## config.mk

```make
export PLATFORM = sky130hd
export DESIGN_NAME = fetch_unit
export DESIGN_NICKNAME = d
export VERILOG_FILES = /design/src/rtl/fetch_unit.sv
export SDC_FILE = /design/constraint.sdc
export NUM_CORES = 1
export LEC_CHECK = 0
export ABC_AREA = 0
export ABC_CLOCK_PERIOD_IN_PS = 1700
export BUFFER_PORTS_ARGS = -buffer_cell sky130_fd_sc_hd__buf_2
export CAP_MARGIN = 20
export CELL_PAD_IN_SITES_DETAIL_PLACEMENT = 1
export CELL_PAD_IN_SITES_GLOBAL_PLACEMENT = 1
export CORE_UTILIZATION = 34
export CTS_CLUSTER_SIZE = 8
export DETAILED_ROUTE_END_ITERATION = 6
export GPL_TIMING_DRIVEN = 0
export PLACE_DENSITY_LB_ADDON = 0.25
export SLEW_MARGIN = 25
export SYNTH_ARGS = -nofsm -noshare
export SYNTH_HDL_FRONTEND = slang
export SYNTH_SLANG_ARGS = --single-unit
```

## constraint.sdc

```tcl
create_clock -name clk -period 1.7 [get_ports clk]
set_clock_uncertainty 0.05 [all_clocks]
set_input_delay 0.085 -clock clk [delete_from_list [all_inputs] [get_ports clk]]
set_output_delay 0.085 -clock clk [all_outputs]
set_load 0.02 [all_outputs]
```

## src/rtl/fetch_unit.sv

```systemverilog
// Instruction fetch stage: PC sequencing, redirect/halt control, decode handshake.
// Optional perf counters enabled with macro FETCH_PERF_CNT_EN.
module fetch_unit #(
  parameter logic [9:0] RESET_PC = 10'd0
) (
  input  logic        clk,
  input  logic        rst,
  output logic [9:0]  imem_addr,
  input  logic [15:0] imem_instr,
  input  logic        redirect_valid,
  input  logic [9:0]  redirect_pc,
  input  logic        halt_req,
  input  logic        dec_ready,
  output logic        dec_valid,
  output logic [15:0] dec_instr,
  output logic [9:0]  dec_pc,
  output logic        halted
`ifdef FETCH_PERF_CNT_EN
  ,
  output logic [15:0] perf_fetch_cnt,
  output logic [15:0] perf_stall_cnt
`endif
);

  typedef enum logic [1:0] {
    S_IDLE,
    S_RUN,
    S_HALT
  } state_t;

  state_t      r_state;
  state_t      w_state_nxt;
  logic [9:0]  r_pc;
  logic [9:0]  w_pc_nxt;
  logic        r_dv;
  logic        w_dv_nxt;
  logic [15:0] r_instr;
  logic [15:0] w_instr_nxt;
  logic [9:0]  r_dpc;
  logic [9:0]  w_dpc_nxt;
  logic        w_fetch;
  logic        w_stall;

  assign w_stall = r_dv && !dec_ready;

  always_ff @(posedge clk) begin
    if (rst) begin
      r_state <= S_IDLE;
      r_pc    <= RESET_PC;
      r_dv    <= 1'b0;
      r_instr <= 16'h0000;
      r_dpc   <= 10'd0;
    end else begin
      r_state <= w_state_nxt;
      r_pc    <= w_pc_nxt;
      r_dv    <= w_dv_nxt;
      r_instr <= w_instr_nxt;
      r_dpc   <= w_dpc_nxt;
    end
  end

  // Priority in RUN: redirect, then stall hold, then halt, then fetch.
  always_comb begin
    w_state_nxt = r_state;
    w_pc_nxt    = r_pc;
    w_dv_nxt    = r_dv;
    w_instr_nxt = r_instr;
    w_dpc_nxt   = r_dpc;
    w_fetch     = 1'b0;
    unique case (r_state)
      S_IDLE: begin
        w_state_nxt = S_RUN;
      end
      S_RUN: begin
        if (redirect_valid) begin
          w_pc_nxt = redirect_pc;
          w_dv_nxt = 1'b0;
        end else if (w_stall) begin
          w_dv_nxt = 1'b1;
        end else if (halt_req) begin
          w_dv_nxt    = 1'b0;
          w_state_nxt = S_HALT;
        end else begin
          w_fetch     = 1'b1;
          w_instr_nxt = imem_instr;
          w_dpc_nxt   = r_pc;
          w_dv_nxt    = 1'b1;
          w_pc_nxt    = r_pc + 10'd1;
        end
      end
      S_HALT: begin
        w_dv_nxt = 1'b0;
        if (redirect_valid) begin
          w_pc_nxt    = redirect_pc;
          w_state_nxt = S_RUN;
        end
      end
      default: begin
        w_state_nxt = S_IDLE;
        w_dv_nxt    = 1'b0;
      end
    endcase
  end

  assign imem_addr = r_pc;
  assign dec_valid = r_dv;
  assign dec_instr = r_instr;
  assign dec_pc    = r_dpc;
  assign halted    = (r_state == S_HALT);

`ifdef FETCH_PERF_CNT_EN
  logic [15:0] r_fetch_cnt;
  logic [15:0] r_stall_cnt;

  always_ff @(posedge clk) begin
    if (rst) begin
      r_fetch_cnt <= 16'h0000;
      r_stall_cnt <= 16'h0000;
    end else begin
      if (w_fetch && (r_fetch_cnt != 16'hFFFF))
        r_fetch_cnt <= r_fetch_cnt + 16'd1;
      if (w_stall && (r_stall_cnt != 16'hFFFF))
        r_stall_cnt <= r_stall_cnt + 16'd1;
    end
  end

  assign perf_fetch_cnt = r_fetch_cnt;
  assign perf_stall_cnt = r_stall_cnt;
`endif

endmodule

```

* Word level (Yosys, flattened, before mapping)
Cells that the tools add are included.
Word-level totals: memories 0, bits in read-only memories 0, flip-flop bits (word level) 39, bits in latches 0, RAM bits 0
Cells by class: muxes and demuxes 14, order comparisons 0, $mul 0, shifts and indexed selects 0, add/sub/neg operators 1, eq/ne operators 8, bitwise gates (word level) 3, reduce and logical (&&, ||, !) cells 7, divide/modulo/power cells 0
Operators with widths (count):
- 2-to-1 mux 10 bit | 4
- case mux 10 bit (2 select lines) | 1
- AND reduction 4 bit | 3
- adder 10 x 1 -> 10 bit, second input constant | 1
- 2-to-1 mux 2 bit | 4
- inequality test 2 bit, second input constant | 4
- inequality test 3 bit, second input constant | 2
- case mux 2 bit (3 select lines) | 1
- 2-to-1 mux 1 bit | 3
- inverter 1 bit | 3
- equality test 2 x 1 -> 1 bit, second input constant | 1
- equality test 2 bit, second input constant | 1
- zero test 2 bit | 1
- case mux 1 bit (2 select lines) | 1
- nonzero test 2 bit | 1
- logical AND 1 bit | 1
- zero test 1 bit | 1

* Longest topological paths before layout
Gate-level depths: netlist (run 1).
word-level depth 5, gate-level depth with buffers 6, gate-level depth less buffers 5

* Least setup slack after synthesis (run 1)
No wires, ideal clock.
kind flip-flop to flip-flop, start point register r_dv (netlist: dec_valid), end point register r_instr[0] (netlist: dec_instr[0]), cell stages (with the launch flop) 7, clock period less this slack 1.618 ns, arrival time 1.436 ns, setup slack 0.082 ns, setup time 0.132 ns, path through dfxtp_1 -> and2b_4 -> or4_1 -> buf_2 -> buf_6 -> nand2_1 -> a21oi_1
On the way: longest elaborated chain between the ends 3
Ends and longest elaborated chain:
- start: declaration | RTL line 35 | logic r_dv;
- start signal: assignment | RTL line 56 | r_dv <= w_dv_nxt;
- logical AND 1 bit | RTL line 44 | assign w_stall = r_dv && !dec_ready;
- inverter 1 bit (no source line)
- AND reduction 4 bit (no source line)
- end signal: assignment | RTL line 57 | r_instr <= w_instr_nxt;
- end: declaration | RTL line 37 | logic [15:0] r_instr;
Every way passes these cells. A chain may end at the register's enable or synchronous reset.

* Final worst setup path (run 1)
start point register r_dv (netlist: dec_valid), end point register r_instr[1] (netlist: dec_instr[1])
Same word-level chain as after synthesis.

==> impl_metrics.tcl, run 1 <==
set metrics [dict create \
    die_height_um 74.97 \
    via_count 1929 \
    holdPathEnd "imem_addr[1]$_SDFFE_PP0P_" \
    grt.overflow.total 0 \
    syn2layout_area_growth_pct 42.99 \
    synthTopCellsByArea "dfxtp_1 43%, nand2_1 13%, a21oi_1 8.0%" \
    first_iter_violations 51 \
    first_pass_iters 4 \
    grt_max_degree 13 \
    routedWlPerCell_um 14.20 \
    min_from "redirect_pc[1]" \
    rows 26 \
    reg2reg_slack_ns 0.09 \
    ios 69 \
    start_kind "register" \
    clk_latency_ns 0.29 \
    r2r-end "dec_instr[1]$_SDFFE_PP0P_" \
    hpwlAfterDp_um 3754 \
    setup_viol 0 \
    syn-cell-area_um2 1810 \
    crit_required_ns 1.81 \
    ff2ff_path_depth 6 \
    grt_pass1_wl_um 8521 \
    ys_warn_count 0 \
    vdd_ir_drop_max_uv 425.3 \
    fmax_mhz 620.4 \
    post-route-period-util 0.9481 \
    diodes 0 \
    drive_gt1_frac 0.3291 \
    fp.dieArea_um2 5621 \
    h-tree-depth 2 \
    io_buffer_count 67 \
    leakage_nw 1.099 \
    hold_depth 3 \
    final_cell_mix "71 x buf_2, 60 x nand2_1, 38 x dfxtp_1" \
    seq_area_frac_synth 0.4312 \
    cts_tree "yes" \
    critPathMaxFanout 10 \
    viasPerCell 5.037 \
    synth_top_cell_by_area "dfxtp_1" \
    antenna_found_initial 0 \
    holdWs_ns 0.02985 \
    dp_cells 355 \
    yosys.cell_types.count 45 \
    syn_area_per_cell_um2 8.305 \
    status "finished, final reports clean" \
    cts.sink_count 39 \
    slew_violations 0 \
    cts_buffers 5 \
    ant_nets 0 \
    final_common_cell "buf_2" \
    grt_pass1_vias 1788 \
    worst_pin_slew_ns 0.5278 \
    hold_viol 0 \
    synth_cells 218 \
    reg2reg_from "dec_valid$_SDFFE_PP0N_" \
    detail_route.wirelength_um 5437 \
    start_util 0.3545 \
    synth-main-ff-cell "dfxtp_1" \
    hold_class "in2reg" \
    clockRootBuffer "clkbuf_8" \
    yosys.area.top_type_share 0.4312 \
    clkTransAtPathRegs_ns 0.08 \
    arrival_ns 1.72 \
    ys_async_sr_fraction 0 \
    drc 0 \
    synth_edf_count 0 \
    place_congestion 0.8110 \
    ys_seq_elements 39 \
    fp.dieW_um 74.97 \
    critPathLaunch "dec_valid$_SDFFE_PP0N_" \
    max_slew_margin 0.6482 \
    synth_fp_nets 250 \
    grtUsageTotal 0.2020 \
    final_nets 344 \
    crit_type "reg2reg" \
    maxCapViolations 0 \
    cts_buffer_depth 2 \
    rsz0062_at_grt "no" \
    instances_no_fill 383 \
    period_needed_ns 1.612 \
    power_density_nw_per_um2 881.2 \
    core_um2 5107 \
    cp-end-kind "register" \
]
worst max-delay path, cell delays in order (launching register included):
cell and delay, ns:
dfxtp_1 0.33, and2b_4 0.19, or4_1 0.46, buf_4 0.18, buf_6 0.14, nand2_1 0.07, a21oi_1 0.06
final cells by class:
type | count | area [um^2]
Buffer | 16 | 118.9
Clock buffer | 6 | 72.57
Clock inverter | 2 | 60.06
Fill cell | 642 | 2519
Inverter | 7 | 26.28
Multi-Input combinational cell | 156 | 913.4
Sequential cell | 39 | 782.0
Tap cell | 70 | 87.58
Timing Repair Buffer | 87 | 528.0
flip-flops by register name (all words and copies together), names as in the netlist:
name       count
dec_instr     16
dec_pc        10
dec_valid      1
imem_addr     10
r_state        2
cell families (layout without fill, tap and decap cells):
group                    after synthesis  in the layout  synth area share
multiplexers                           2              2           0.01175
adder cells (fa/ha/maj)                1              1          0.006910
flip-flops                            39             39            0.4312
AO/OA/AOI/OAI                         60             60            0.2225
AND/OR/NAND/NOR                       93             93            0.2502
buffers and inverters                 23            118           0.07740
how the worst max path moves through the flow:
stage,cells past startpoint,endpoint,slack [ns]
after CTS,6,dec_instr[7]$_SDFFE_PP0P_,0.05
final,6,dec_instr[1]$_SDFFE_PP0P_,0.09
after detailed placement,4,imem_addr[4]$_SDFFE_PP0P_,-0.02
after global routing,6,imem_addr[9]$_SDFFE_PP0P_,0.02
after global placement,4,imem_addr[4]$_SDFFE_PP0P_,0.03
after floorplan,6,dec_instr[0]$_SDFFE_PP0P_,0.08
Yosys cell counts (2+ instances only):
| master | n |
|---|---|
| a2bb2oi_1 | 2 |
| a31oi_1 | 2 |
| o21ai_0 | 3 |
| o32ai_1 | 3 |
| clkbuf_2 | 2 |
| a22oi_1 | 4 |
| o221a_1 | 2 |
| a221oi_1 | 4 |
| nor3_1 | 4 |
| nand4_1 | 3 |
| nor4b_1 | 2 |
| clkbuf_1 | 3 |
| a21oi_1 | 29 |
| nand3_1 | 5 |
| buf_6 | 6 |
| nor2_1 | 2 |
| nand2_1 | 61 |
| or3_1 | 2 |
| inv_1 | 7 |
| buf_2 | 5 |
| o31a_1 | 2 |
| o22ai_1 | 4 |
| dfxtp_1 | 39 |
through the flow:
step / instance area [um^2] / utilization / setup slack (ns) / total power (W) / TNS [ns]
after floorplan: 1810 / - / 0.08212 / 0.001218 / 0
after global placement: 2233 / 0.4373 / 0.02877 / 0.001341 / 0
after detailed placement: 2233 / 0.4373 / -0.01669 / 0.001347 / -0.01669
after CTS: 2541 / 0.4976 / 0.05212 / 0.002293 / 0
after global routing: 2589 / 0.5069 / 0.01916 / 0.002394 / 0
final: 2589 / 0.5069 / 0.08821 / 0.002281 / 0
metal layers:
layer / track usage / vias up / part of all wire / wire length (um)
met5: 0 / - / 0 / 0
met4: 0.05031 / 0 / 0.0055 / 30
met3: 0.05355 / 2 / 0.057 / 309
met2: 0.3524 / 56 / 0.49 / 2670
met1: 0.2471 / 914 / 0.45 / 2427
li1: - / 957 / - / -
power by group:
group | internal [W] | switching [W]
registers | 0.000953 | 0.0000403
logic | 0.000166 | 0.000209
clock network | 0.000587 | 0.000326
repair_timing:
action | CTS | global route
setup endpoints to repair | 1 | 25
endpoints found under the hold margin | 19 | 0
pin swaps | 0 | 1
gates resized for setup | 1 | 9
buffers inserted | 0 | 3
hold buffers | 17 | 0
Note: power is estimated with default switching activity, not from simulation.
==> inputs of run 2 (changes only) <==
Settings changed: PLACE_DENSITY_LB_ADDON 0.25 to 0.2.
==> impl_metrics.tcl, run 2 (same netlist as run 1, synthesis figures left out) <==
set metrics [dict create \
    cpMaxStageDelayCell "or4_1" \
    start_util 0.3545 \
    reg2reg_slack_ns 0.07 \
    power_w 0.002290 \
    core_um2 5107 \
    status "finished, final reports clean" \
    post-route-period-util 0.9579 \
    cp_common_cell "buf_6" \
    setup_tns_ns 0 \
    h-tree-depth 2 \
    viasPerCell 4.961 \
    via_count 1895 \
    fp.dieW_um 74.97 \
    grtUsageTotal 0.2006 \
    final_nets 343 \
    hold_viol 0 \
    first_iter_violations 57 \
    hold_depth 3 \
    ant_nets 0 \
    cts_tree "yes" \
    final_cell_mix "71 x buf_2, 61 x nand2_1, 37 x dfxtp_1" \
    crit_required_ns 1.82 \
    clk_latency_ns 0.30 \
    cp_num_buf_inv 2 \
    r2r-end "dec_instr[4]$_SDFFE_PP0P_" \
    final_area_um2 2565 \
    critPathTopFamily "simple AND/OR/NAND/NOR gates" \
    path_depth 6 \
    rows 26 \
    maxCapViolations 0 \
    drc 0 \
    critPathMaxFanout 10 \
    fillCellCount 655 \
    dp_cells 355 \
    crit_type "reg2reg" \
    grt_pass1_vias 1789 \
    grt_pass1_wl_um 8500 \
    ff2ff_path_depth 6 \
    detail_route.wirelength_um 5401 \
    period_needed_ns 1.628 \
    drive_gt1_frac 0.3237 \
    instances_no_fill 382 \
    syn2layout_area_growth_pct 41.67 \
    cts_buffer_depth 2 \
    path_cells "and2b_4 -> or4_1 -> buf_6 -> buf_6 -> nand2_1 -> a21oi_1" \
    endpoint "dec_instr[4]$_SDFFE_PP0P_" \
    slew_violations 0 \
    routedWlPerCell_um 14.14 \
    antenna_found_initial 0 \
    fmax_mhz 614.1 \
    cp-end-kind "register" \
    clockRootBuffer "clkbuf_8" \
    ios 69 \
    clkTransAtPathRegs_ns 0.09 \
    cp_slowest_stage_delay_ns 0.49 \
    place_congestion 0.7796 \
    start_kind "register" \
    largest_register_ffs 16 \
    leakage_nw 1.093 \
    rsz0062_at_grt "yes" \
    worst_pin_slew_ns 0.5187 \
    max_slew_margin 0.6542 \
    hpwlAfterDp_um 3742 \
    setup_viol 0 \
    arrival_ns 1.75 \
    vdd_ir_drop_max_uv 424.4 \
    fp.dieArea_um2 5621 \
    reg2reg_from "dec_valid$_SDFFE_PP0N_" \
    grt_max_degree 13 \
    first_pass_iters 4 \
    io_buffer_count 67 \
    hold_class "in2reg" \
    critPathLaunch "dec_valid$_SDFFE_PP0N_" \
    diodes 0 \
    place_area_um2 2233 \
    cts_buffers 5 \
    grt.overflow.total 0 \
    power_density_nw_per_um2 893.0 \
    die_height_um 74.97 \
    cts.sink_count 39 \
    final_common_cell "buf_2" \
    holdWs_ns 0.02921 \
]
-- run 2: final cells by class --
type / count / area [um^2] / share of cell area
timing repair buffer: 86 / 520.5 / 0.2029
buffer: 16 / 120.1 / 0.04683
clock buffer: 6 / 72.57 / 0.02829
sequential: 39 / 783.3 / 0.3054
multi-input combinational: 156 / 894.6 / 0.3488
tap: 70 / 87.58 / 0.03415
inverter: 7 / 26.28 / 0.01024
clock inverter: 2 / 60.06 / 0.02341
-- run 2: worst min path at each step --
stage / to / startpoint / slack [ns]
final: imem_addr[1]$_SDFFE_PP0P_ / redirect_pc[1] / 0.03
after global routing: imem_addr[1]$_SDFFE_PP0P_ / redirect_pc[1] / 0.04
after CTS: imem_addr[1]$_SDFFE_PP0P_ / redirect_pc[1] / 0.03
after detailed placement: imem_addr[0]$_SDFFE_PP0P_ / rst / 0.27
after global placement: dec_instr[5]$_SDFFE_PP0P_ / imem_instr[5] / 0.28
after floorplan: dec_instr[0]$_SDFFE_PP0P_ / imem_instr[0] / 0.17
-- run 2: worst min-delay path, delay by kind of cell --
kind / cells / cell delay, ns
buffers and inverters: 1 / 0.10
AND/OR/NAND/NOR: 1 / 0.05
AO/OA/AOI/OAI: 1 / 0.08
-- run 2: repair_timing --
item / 4_1_cts / 5_1_grt
hold buffers: 17 / 0
buffers inserted: 0 / 2
endpoints found under the hold margin: 19 / 0
endpoints found under the setup margin: 0 / 25
gates resized for setup: 0 / 6
-- run 2: where the power goes --
part	internal [W]	total [W]	switching (W)
clock	0.000587	0.000930	0.000343
combinational	0.000162	0.000371	0.000209
sequential	0.000953	0.000990	0.0000362
total	0.00170	0.00229	0.000588
-- run 2: metrics by stage --
step	util	setup WS (ns)
finish	0.5022	0.07156
global route	0.5022	-0.001003
CTS	0.4966	0.02639
detailed placement	0.4373	0.03252
global placement	0.4373	0.02717
floorplan	-	0.08212
-- run 2: metal layers --
metal	vias up	wire length (um)	track usage
met5	-	0	0
met4	0	61	0.05660
met3	6	234	0.04418
met2	42	2589	0.3323
met1	892	2515	0.2630
li1	955	-	-
